**config.mk**
```make
export PLATFORM = sky130hd
export DESIGN_NAME = fetch_buf_ctrl
export DESIGN_NICKNAME = d
export VERILOG_FILES = /design/src/rtl/fetch_buf_ctrl.sv
export SDC_FILE = /design/constraint.sdc
export NUM_CORES = 1
export LEC_CHECK = 0
export CORE_MARGIN = 1.5
export CORE_UTILIZATION = 45
export CTS_CLUSTER_DIAMETER = 50
export CTS_CLUSTER_SIZE = 40
export DETAILED_ROUTE_END_ITERATION = 12
export PLACE_DENSITY = 0.75
export SYNTH_ARGS = -nofsm -noshare
export SYNTH_HDL_FRONTEND = slang
export SYNTH_SLANG_ARGS = --single-unit
```
**constraint.sdc**
```tcl
create_clock -name clk -period 22.1 [get_ports clk]
set_input_delay 2.21 -clock clk [delete_from_list [all_inputs] [get_ports clk]]
set_output_delay 2.21 -clock clk [all_outputs]
set_load 0.02 [all_outputs]
```
**src/rtl/fetch_buf_ctrl.sv**
```systemverilog
// Circular instruction-packet queue between fetch and the FIFO->ID register.
// First-word fall-through head; a NOP packet is presented when empty.
module fetch_buf_ctrl #(
    parameter int DEPTH = 8,
    parameter int PTR_W = 3
) (
    input  logic             clk,
    input  logic             rstn,
    input  logic             fb_flush,
    input  logic             if_readygo,
    output logic             fb_allowin,
    input  logic [31:0]      if_inst0,
    input  logic [31:0]      if_inst1,
    input  logic [31:0]      if_pc,
    input  logic [31:0]      if_pc_next,
    input  logic [31:0]      if_badv,
    input  logic [6:0]       if_exception,
    input  logic [1:0]       if_excp_flag,
    input  logic [1:0]       if_priv_flag,
    input  logic             fifo_allowin,
    output logic             fifo_readygo,
    output logic [31:0]      fifo_inst0,
    output logic [31:0]      fifo_inst1,
    output logic [31:0]      fifo_pc,
    output logic [31:0]      fifo_pcAdd,
    output logic [31:0]      fifo_pc_next,
    output logic [31:0]      fifo_badv,
    output logic [6:0]       fifo_exception,
    output logic [1:0]       fifo_excp_flag,
    output logic [1:0]       fifo_priv_flag,
    output logic             fetch_buf_empty,
    output logic             fetch_buf_full,
    output logic [PTR_W:0]   fb_count
);

    localparam logic [31:0]      INST_NOP = 32'h03400000;
    localparam logic [31:0]      PC_RESET = 32'h1c000000;
    localparam logic [PTR_W:0]   CNT_FULL = (PTR_W+1)'(DEPTH);
    localparam logic [PTR_W:0]   CNT_ONE  = (PTR_W+1)'(1);
    localparam logic [PTR_W-1:0] PTR_ONE  = PTR_W'(1);

    // HOLD: an excepting packet was accepted; fetch stays blocked until flush.
    typedef enum logic {RUN = 1'b0, HOLD = 1'b1} state_t;

    typedef struct packed {
        logic [31:0] inst0;
        logic [31:0] inst1;
        logic [31:0] pc;
        logic [31:0] pc_next;
        logic [31:0] badv;
        logic [6:0]  exception;
        logic [1:0]  excp_flag;
        logic [1:0]  priv_flag;
    } pkt_t;

    pkt_t             mem_q [DEPTH];
    pkt_t             wr_pkt;
    pkt_t             head;
    logic [PTR_W-1:0] wr_ptr_q, wr_ptr_d;
    logic [PTR_W-1:0] rd_ptr_q, rd_ptr_d;
    logic [PTR_W:0]   count_q, count_d;
    state_t           state_q, state_d;
    logic             empty, full, enq, deq;

    always_comb begin
        wr_pkt.inst0     = if_inst0;
        wr_pkt.inst1     = if_inst1;
        wr_pkt.pc        = if_pc;
        wr_pkt.pc_next   = if_pc_next;
        wr_pkt.badv      = if_badv;
        wr_pkt.exception = if_exception;
        wr_pkt.excp_flag = if_excp_flag;
        wr_pkt.priv_flag = if_priv_flag;
        head             = mem_q[rd_ptr_q];
    end

    assign empty           = (count_q == '0);
    assign full            = (count_q == CNT_FULL);
    assign fifo_readygo    = ~empty;
    assign deq             = fifo_readygo & fifo_allowin;
    assign fb_allowin      = (state_q == RUN) & (~full | fifo_allowin);
    assign enq             = if_readygo & fb_allowin & ~fb_flush;
    assign fetch_buf_empty = empty;
    assign fetch_buf_full  = full;
    assign fb_count        = count_q;

    always_comb begin
        if (empty) begin
            fifo_inst0     = INST_NOP;
            fifo_inst1     = INST_NOP;
            fifo_pc        = PC_RESET;
            fifo_pcAdd     = PC_RESET + 32'd4;
            fifo_pc_next   = PC_RESET + 32'd8;
            fifo_badv      = PC_RESET;
            fifo_exception = '0;
            fifo_excp_flag = '0;
            fifo_priv_flag = '0;
        end else begin
            fifo_inst0     = head.inst0;
            fifo_inst1     = head.inst1;
            fifo_pc        = head.pc;
            fifo_pcAdd     = head.pc + 32'd4;
            fifo_pc_next   = head.pc_next;
            fifo_badv      = head.badv;
            fifo_exception = head.exception;
            fifo_excp_flag = head.excp_flag;
            fifo_priv_flag = head.priv_flag;
        end
    end

    // Flush drops the same-cycle enqueue; the dequeue is already consumed downstream.
    always_comb begin
        wr_ptr_d = wr_ptr_q;
        rd_ptr_d = rd_ptr_q;
        count_d  = count_q;
        state_d  = state_q;
        if (fb_flush) begin
            wr_ptr_d = '0;
            rd_ptr_d = '0;
            count_d  = '0;
            state_d  = RUN;
        end else begin
            if (enq) wr_ptr_d = wr_ptr_q + PTR_ONE;
            if (deq) rd_ptr_d = rd_ptr_q + PTR_ONE;
            case ({enq, deq})
                2'b10:   count_d = count_q + CNT_ONE;
                2'b01:   count_d = count_q - CNT_ONE;
                default: count_d = count_q;
            endcase
            if (state_q == RUN && enq && if_excp_flag != 2'b00) state_d = HOLD;
        end
    end

    always_ff @(posedge clk) begin
        if (!rstn) begin
            wr_ptr_q <= '0;
            rd_ptr_q <= '0;
            count_q  <= '0;
            state_q  <= RUN;
        end else begin
            wr_ptr_q <= wr_ptr_d;
            rd_ptr_q <= rd_ptr_d;
            count_q  <= count_d;
            state_q  <= state_d;
        end
    end

    // Storage is deliberately left out of reset.
    always_ff @(posedge clk) begin
        if (enq) mem_q[wr_ptr_q] <= wr_pkt;
    end

endmodule

```
== Word-level counts from Yosys, hierarchy flattened ==
Memories as Yosys holds them, arrays and structs flattened. A register that Yosys moved wholly into a read port is not among the register bits.
Cells that the tools add are included.
Cells by class
  add/subtract/negate cells: 5
  equal/unequal tests: 3
  mux-type cells: 14
  bitwise gates (word level): 10
  reduce and logical (&&, ||, !) cells: 6
Operators by type and width (count)
  $mux W32: 6
  $add A32 B3 Y32 const B: 1
  $pmux W4 S2: 1
  $mux W7: 1
  $add A3 B1 Y3 const B: 2
  $mux W3: 2
  $not A1 Y1: 5
  $add A4 B1 Y4 const B: 1
  $and A1 B1 Y1: 4
  $eq A4 B4 Y1 const B: 1
  $logic_not A4 Y1: 1
  $mux W2: 2
  $reduce_bool A2 Y1: 2
  $sub A4 B1 Y4 const B: 1
  $eq A2 B1 Y1 const B: 1
  $eq A2 B2 Y1 const B: 1
  $logic_and A1 B1 Y1: 2
  $mux W1: 2
  $reduce_or A2 Y1: 1
  $or A1 B1 Y1: 1
Storage, ports and cells
  register bits: 11
  bits in writable memories: 1368
  input port bits: 176
  output and inout port bits: 211
  logic and storage cells: 43
  memories kept: 1
Memories
  mem_q: words 8, width 171, rd ports 1, clocked after memory_dff 1, write ports 1, line 56  | pkt_t mem_q [DEPTH];

== Longest topological paths before layout ==
Gate-level depths: netlist of run 1.
  depth after elaboration: 8
  mapped depth: 12
  mapped depth without buffers: 11

== Worst setup path before layout of run 1 ==
No wires, ideal clock.
  path type: input to register
  start: input port fifo_allowin
  end: memory mem_q[0][0] (netlist bit), enable pin
  library setup time: 0.911 ns
  arrival: 14.293 ns
  required time: 21.189 ns
  setup slack: 6.896 ns
  cell stages on the path: 3
  buffers on the path: 0
  path through: o211ai_1 or3_1 nor3_1
Between the ends
  cells in the longest elaborated chain, start to end: 6
Ends and longest elaborated chain
  start, declared: line 20  | input logic fifo_allowin,
  $or A1 B1 Y1: line 81  | assign fb_allowin = (state_q == RUN) & (~full | fifo_allowin);
  $and A1 B1 Y1: line 81
  $and A1 B1 Y1 (2 in a row): line 82  | assign enq = if_readygo & fb_allowin & ~fb_flush;
  $mux W1: line 150  | if (enq) mem_q[wr_ptr_q] <= wr_pkt;
  $mux W1 (implied by the code): line 150
  end, declared: line 56
Every way passes these cells.

==> impl_metrics.env, run 1 <==
export IMPL_cpLargestDelayFamily="buffers and inverters"
export IMPL_floorplan_rows=126
export IMPL_power_leakage_nw=18.7
export IMPL_worstPathArrival_ns=6.27
export IMPL_maxSlewHeadroom_pct=16.3
export IMPL_synth_ff_type="edfxtp_1"
export IMPL_cp_slowest_cell="buf_4"
export IMPL_drt_pass1_iterations=5
export IMPL_synth_edf_count=1368
export IMPL_synth_cell_types=60
export IMPL_tritoncts="built"
export IMPL_grt_busiest_layer="met2"
export IMPL_grt_pass1_vias=26500
export IMPL_kind_of_launch_point_of_the_worst_setup_path="register"
export IMPL_worstPathRequired_ns=19.89
export IMPL_rsz0062_at_grt="false"
export IMPL_cts_buffers=110
export IMPL_synth_warnings=0
export IMPL_synth_fp_nets=2552
export IMPL_r2r_end="mem_q[5][127]"
export IMPL_finalSetupViolCount=0
export IMPL_cts_hold_fix_buffers=0
export IMPL_status="finished clean"
export IMPL_detailed_place_hpwl_um=60800
export IMPL_routed_via_count=25200
export IMPL_grt_start_max_net_pins=152
export IMPL_clock_sinks=1382
export IMPL_hold_start="rd_ptr_q[1]"
export IMPL_path_cells="buf_4 > buf_12 > mux4_1 > mux2i_1 > nor3_2 > nand4_1 > or4_1 > o21ai_1 > clkdlybuf4s50_1"
export IMPL_global_route_usage_met3_pct=3.36
export IMPL_fmaxAchievable_mhz=118
export IMPL_final_period_minus_worst_setup_slack_ns=8.48
export IMPL_depth_of_the_worst_register_to_register_path=8
export IMPL_final_layout_size_suffix_gt1_share_pct=20.0
export IMPL_hold_violations=0
export IMPL_preCtsSetupSlack_ns=14.17
export IMPL_place_area_um2=58900
export IMPL_htreeDepth=3
export IMPL_globalRouteTotalUtil_pct=18.9
export IMPL_number_of_nets_at_the_end_of_the_flow=2957
export IMPL_postSynthAreaPerCell_um2=22.5
export IMPL_routed_wire_length_um=114000
export IMPL_ant_nets=0
export IMPL_route_detailed_drc=0
export IMPL_areaGrowthSynthToFinish_pct=17.7
export IMPL_seq_area_frac_synth_pct=77.4
export IMPL_die_width_um=348
export IMPL_routed_via_density=5.70
export IMPL_port_buffers=386
export IMPL_met2_usage_pct=32.5
export IMPL_pwr_density_cell_nw_per_um2=82.3
export IMPL_final_common_cell="edfxtp_1"
export IMPL_remaining_global_route_overflow=0
export IMPL_worst_skew_pair_late_latency_ns=0.71
export IMPL_cts_root_buffer_cell="clkbuf_16"
export IMPL_synthCells=2370
export IMPL_timing_worst_setup_path_type="register to primary output"
export IMPL_power_ir_vdd_worst_v=0.0000753
export IMPL_grtUsageMet1_pct=24.8
export IMPL_clk_path_buf_depth=3
export IMPL_grt_first_pass_wirelength_um=170000
export IMPL_critPathMaxFanout=116
export IMPL_r2r_start="fb_count[1]"
export IMPL_dr_first_iter_drc_count=2217
export IMPL_top_level_ports=387
export IMPL_crit_buf_inv=3
export IMPL_setup_reg_to_reg_worst_slack_ns=17.81
export IMPL_layout_common_cells="edfxtp_1 (1368), clkdlybuf4s50_1 (386), mux4_2 (307)"
export IMPL_hold_class="register to register"
export IMPL_number_of_gates_resized_after_cts=0
export IMPL_report_power_total_w=0.00518
export IMPL_post_route_cell_area_um2=62900
export IMPL_post_cts_repair_setup_buffers=0
export IMPL_worst_slew_pin_transition_ns=1.26
export IMPL_maxCapViolations=0
export IMPL_synthArstFlopShare_pct=0
export IMPL_drv_slew=0
export IMPL_fin_worst_skew_ns=0.0340
export IMPL_gp_congestion=0.840
export IMPL_finalCritPeriodShare_pct=38.4
export IMPL_die_height_um=348
export IMPL_synth_cell_area_um2=53400
export IMPL_finalWorstSetupSlack_ns=13.62
export IMPL_initial_antenna_violation_count=20
export IMPL_initial_core_util_pct=45.3
export IMPL_die_area_um2=121000
export IMPL_core_region_area_um2=118000
export IMPL_totalNegativeSetupSlack_ns=0
export IMPL_synth_ff_latch_count=1382
export IMPL_critical_path_max_stage_delay_ns=0.93
export IMPL_post_drt_wl_per_cell_um=25.8
export IMPL_clkTransAtPathRegs_ns=0.08
export IMPL_holdPathStages=2
export IMPL_setup_worst_path_end_class="primary output"
-- metal layers --
metal	share of wire (%)	wire length [µm]
met3	5.7	6490
met2	51	58300
met1	41	46300
met4	2.4	2770
met5	0.13	148
-- Yosys cell counts, drive strengths merged (2+ instances only) --
master / number / area share, %
a21boi: 2 / 0.028
nand2b: 4 / 0.047
a21oi: 8 / 0.075
mux2i: 169 / 3.2
and4: 2 / 0.033
or3: 6 / 0.073
or4: 9 / 0.14
o21a: 2 / 0.028
o41ai: 3 / 0.049
a31oi: 3 / 0.035
mux4: 342 / 15
nor2: 184 / 1.3
inv: 6 / 0.042
xor2: 10 / 0.16
ha: 6 / 0.14
nor3: 19 / 0.19
edfxtp: 1368 / 77
clkbuf: 62 / 0.51
a21o: 2 / 0.028
nor4bb: 2 / 0.037
mux2: 6 / 0.13
o31a: 2 / 0.033
and2: 5 / 0.059
nand2: 28 / 0.20
buf: 62 / 0.80
dfxtp: 14 / 0.52
nor4: 6 / 0.098
nand4b: 2 / 0.044
o21ai: 9 / 0.084
xnor2: 8 / 0.13
nand3: 6 / 0.056
-- per-stage QoR --
stage / utilization (%) / hold WS (ns) / std cells
finish: 53.3 / 0.491 / 4418
global route: 53.3 / 0.523 / 4417
CTS: 53.3 / 0.491 / 4408
detailed placement: 50.0 / 0.480 / 4199
global placement: 50.0 / 0.451 / 4199
floorplan: - / 0.446 / 2370
-- power by group --
group	leakage (nW)	total, W	internal [W]	switching [W]
Combinational	4.37	0.000210	0.0000909	0.000119
Sequential	12.5	0.00291	0.00290	0.00000604
Clock	1.88	0.00206	0.00105	0.00101
-- flip-flops by register name (all words and copies together) (netlist names), named ones only --
signal	flops
fb_count	4
state_q	1
wr_ptr_q	3
rd_ptr_q	3
mem_q	1368
-- worst max-delay path by stage --
stage / cells past startpoint / slack, ns / end
after floorplan: 3 / 6.90 / mem_q[0][0]
after global placement: 9 / 14.28 / fifo_pcAdd[31]
after detailed placement: 9 / 14.17 / fifo_pcAdd[31]
after CTS: 9 / 13.34 / fifo_pcAdd[31]
after global routing: 9 / 13.03 / fifo_pcAdd[29]
final: 9 / 13.62 / fifo_pcAdd[31]
-- logic make-up after synthesis --
logic type | share of synthesized area (%)
flops | 77.4
mux | 18.0
simple gates | 2.39
buf+inv | 1.36
compound gates | 0.445
xor+xnor | 0.295
fa+ha+maj | 0.141
-- worst register-to-register path, cell delays in order (launching register included) --
cell	delay, ns
dfxtp_1	0.56
or4b_2	0.23
o211ai_1	0.19
nor2_1	0.26
nand2_1	0.27
nor2_4	0.16
buf_4	0.60
buf_4	0.83
buf_4	0.76
-- layout make-up --
cell class                      count  area (µm²)
Antenna cell                       10        25.0
Clock buffer                      117        2890
Clock inverter                     92        1040
Fill cell                        8855       55000
Inverter                            6        27.5
Multi-Input combinational cell    858       11400
Sequential cell                  1382       41400
Tap cell                         1536        1920
Timing Repair Buffer              417        4220
(Power assumes the default switching activity.)
==> inputs of run 2 (changes only) <==
--- a/config.mk
+++ b/config.mk
@@ -10,7 +10,7 @@
 export CTS_CLUSTER_DIAMETER = 50
 export CTS_CLUSTER_SIZE = 40
 export DETAILED_ROUTE_END_ITERATION = 12
-export PLACE_DENSITY = 0.75
+export PLACE_DENSITY = 0.77
 export SYNTH_ARGS = -nofsm -noshare
 export SYNTH_HDL_FRONTEND = slang
 export SYNTH_SLANG_ARGS = --single-unit
==> constraint.sdc (replaced) <==
create_clock -name clk -period 7 [get_ports clk]
set_input_delay 0.7 -clock clk [delete_from_list [all_inputs] [get_ports clk]]
set_output_delay 0.7 -clock clk [all_outputs]
set_load 0.02 [all_outputs]
==> impl_metrics.env, run 2 (synthesis results as in run 1) <==
export IMPL_number_of_nets_at_the_end_of_the_flow=2971
export IMPL_place_area_um2=59100
export IMPL_remaining_global_route_overflow=0
export IMPL_power_ir_vdd_worst_v=0.000267
export IMPL_final_common_cell="edfxtp_1"
export IMPL_routed_wire_length_um=112000
export IMPL_routed_via_count=25100
export IMPL_floorplan_rows=126
export IMPL_detailed_place_hpwl_um=60000
export IMPL_clock_sinks=1382
export IMPL_initial_core_util_pct=45.3
export IMPL_cts_root_buffer_cell="clkbuf_16"
export IMPL_fin_worst_skew_ns=0.0278
export IMPL_power_leakage_nw=19.0
export IMPL_totalNegativeSetupSlack_ns=0
export IMPL_ant_nets=0
export IMPL_status="finished clean"
export IMPL_drt_pass1_iterations=5
export IMPL_post_drt_wl_per_cell_um=25.3
export IMPL_fmaxAchievable_mhz=176
export IMPL_fillCellCount=8735
export IMPL_dr_first_iter_drc_count=2014
export IMPL_number_of_gates_resized_after_cts=0
export IMPL_largest_register_ff_count=1368
export IMPL_grt_pass1_vias=26000
export IMPL_r2r_start="fb_count[1]"
export IMPL_pwr_density_cell_nw_per_um2=267
export IMPL_clkTransAtPathRegs_ns=0.07
export IMPL_htreeDepth=3
export IMPL_final_period_minus_worst_setup_slack_ns=5.67
export IMPL_final_layout_size_suffix_gt1_share_pct=20.5
export IMPL_preCtsSetupSlack_ns=1.94
export IMPL_maxSlewHeadroom_pct=18.8
export IMPL_maxCapViolations=0
export IMPL_setup_reg_to_reg_worst_slack_ns=3.59
export IMPL_die_height_um=348
export IMPL_cts_buffers=119
export IMPL_max_flop_register="mem_q"
export IMPL_post_route_cell_area_um2=63500
export IMPL_top_level_ports=387
export IMPL_cts_hold_fix_buffers=0
export IMPL_worst_skew_pair_late_latency_ns=0.73
export IMPL_rsz0062_at_grt="false"
export IMPL_die_area_um2=121000
export IMPL_route_detailed_drc=0
export IMPL_worst_slew_pin_transition_ns=1.22
export IMPL_crit_end="fifo_pcAdd[31]"
export IMPL_kind_of_launch_point_of_the_worst_setup_path="register"
export IMPL_cp_slowest_cell="dfxtp_4"
export IMPL_finalCritPeriodShare_pct=81.0
export IMPL_finalSetupViolCount=0
export IMPL_hold_class="register to register"
export IMPL_routed_via_density=5.66
export IMPL_layout_common_cells="edfxtp_1 (1368), clkdlybuf4s50_1 (386), mux4_2 (307)"
export IMPL_die_width_um=348
export IMPL_globalRouteTotalUtil_pct=18.5
export IMPL_clk_path_buf_depth=3
export IMPL_grt_start_max_net_pins=148
export IMPL_hold_violations=0
export IMPL_worstPathRequired_ns=6.30
export IMPL_path_cells="buf_4 > mux2i_1 > nor2_1 > nand4_1 > or4_1 > o21ai_1 > clkdlybuf4s50_1"
export IMPL_timing_hold_ws_ns=0.479
export IMPL_gp_congestion=0.836
export IMPL_port_buffers=386
export IMPL_drv_slew=0
export IMPL_areaGrowthSynthToFinish_pct=18.8
export IMPL_core_region_area_um2=118000
export IMPL_r2r_end="mem_q[7][45]"
export IMPL_critPathMaxFanout=54
export IMPL_grt_first_pass_wirelength_um=167000
export IMPL_worstPathArrival_ns=4.97
export IMPL_setup_worst_path_end_class="primary output"
export IMPL_timing_worst_setup_path_type="register to primary output"
export IMPL_depth_of_the_worst_register_to_register_path=6
export IMPL_critical_path_max_stage_delay_ns=0.84
export IMPL_tritoncts="built"
export IMPL_post_cts_repair_setup_buffers=0
export IMPL_finalWorstSetupSlack_ns=1.33
export IMPL_initial_antenna_violation_count=18
[run 2: cell types whose count changed in the layout (fill, tap and decap cells not counted), moves of 5 or more]
cell | before | now
clkinv_8 | 13 | 18
clkinvlp_4 | 14 | 8
buf_12 | 10 | 18
inv_8 | 13 | 20
inv_16 | 2 | 7
bufinv_16 | 3 | 8
diode_2 | 10 | 5
[run 2: report_power, final]
group,total [W],internal (W),leakage [nW],switching (W)
registers,0.00918,0.00916,12.5,0.0000193
clock network,0.00712,0.00368,2.11,0.00344
logic,0.000666,0.000289,4.41,0.000377
total,0.0170,0.0131,19.0,0.00383
[run 2: metal layers]
layer  up-vias  global-route usage (%)  wire, µm
met2       802                    31.3     56700
li1      10800                       -         -
met3       194                    3.59      6670
met4        22                    5.25      2860
met1     13300                    24.7     45900
met5         -                       0       145
[run 2: layout make-up]
| cell class | count | area [µm²] | area share, % |
|---|---|---|---|
| multi-input cells | 858 | 11400 | 18.0 |
| repair buffers | 422 | 4360 | 6.87 |
| clock inverters | 105 | 1390 | 2.19 |
| diodes | 5 | 12.5 | 0.0197 |
| well taps | 1536 | 1920 | 3.03 |
| clock buffers | 122 | 2990 | 4.71 |
| flip-flops and latches | 1382 | 41400 | 65.2 |
| inverters | 6 | 27.5 | 0.0434 |
[run 2: how the worst min path moves through the flow]
stage,to,start,slack (ns),cells past startpoint
finish,state_q,state_q,0.48,2
global route,state_q,state_q,0.51,2
CTS,state_q,state_q,0.48,2
detailed placement,state_q,state_q,0.46,2
global placement,register,rd_ptr_q[1],0.46,2
floorplan,state_q,state_q,0.45,2
[run 2: critical path, delay by kind of cell, from the launching register on]
family	cells	cell delay, ns
buffers and inverters	2	1.35
AND/OR/NAND/NOR	3	1.52
multiplexers	1	0.34
AO/OA/AOI/OAI	1	0.14
flip-flops	1	0.84
[run 2: through the flow]
stage / total power [W] / utilization (%) / instances
2_1_floorplan: 0.00966 / - / 2370
3_3_place_gp: 0.0100 / 50.1 / 4204
3_5_place_dp: 0.0100 / 50.1 / 4204
4_1_cts: 0.0171 / 53.8 / 4431
5_1_grt: 0.0175 / 53.8 / 4436
6_report: 0.0170 / 53.8 / 4436
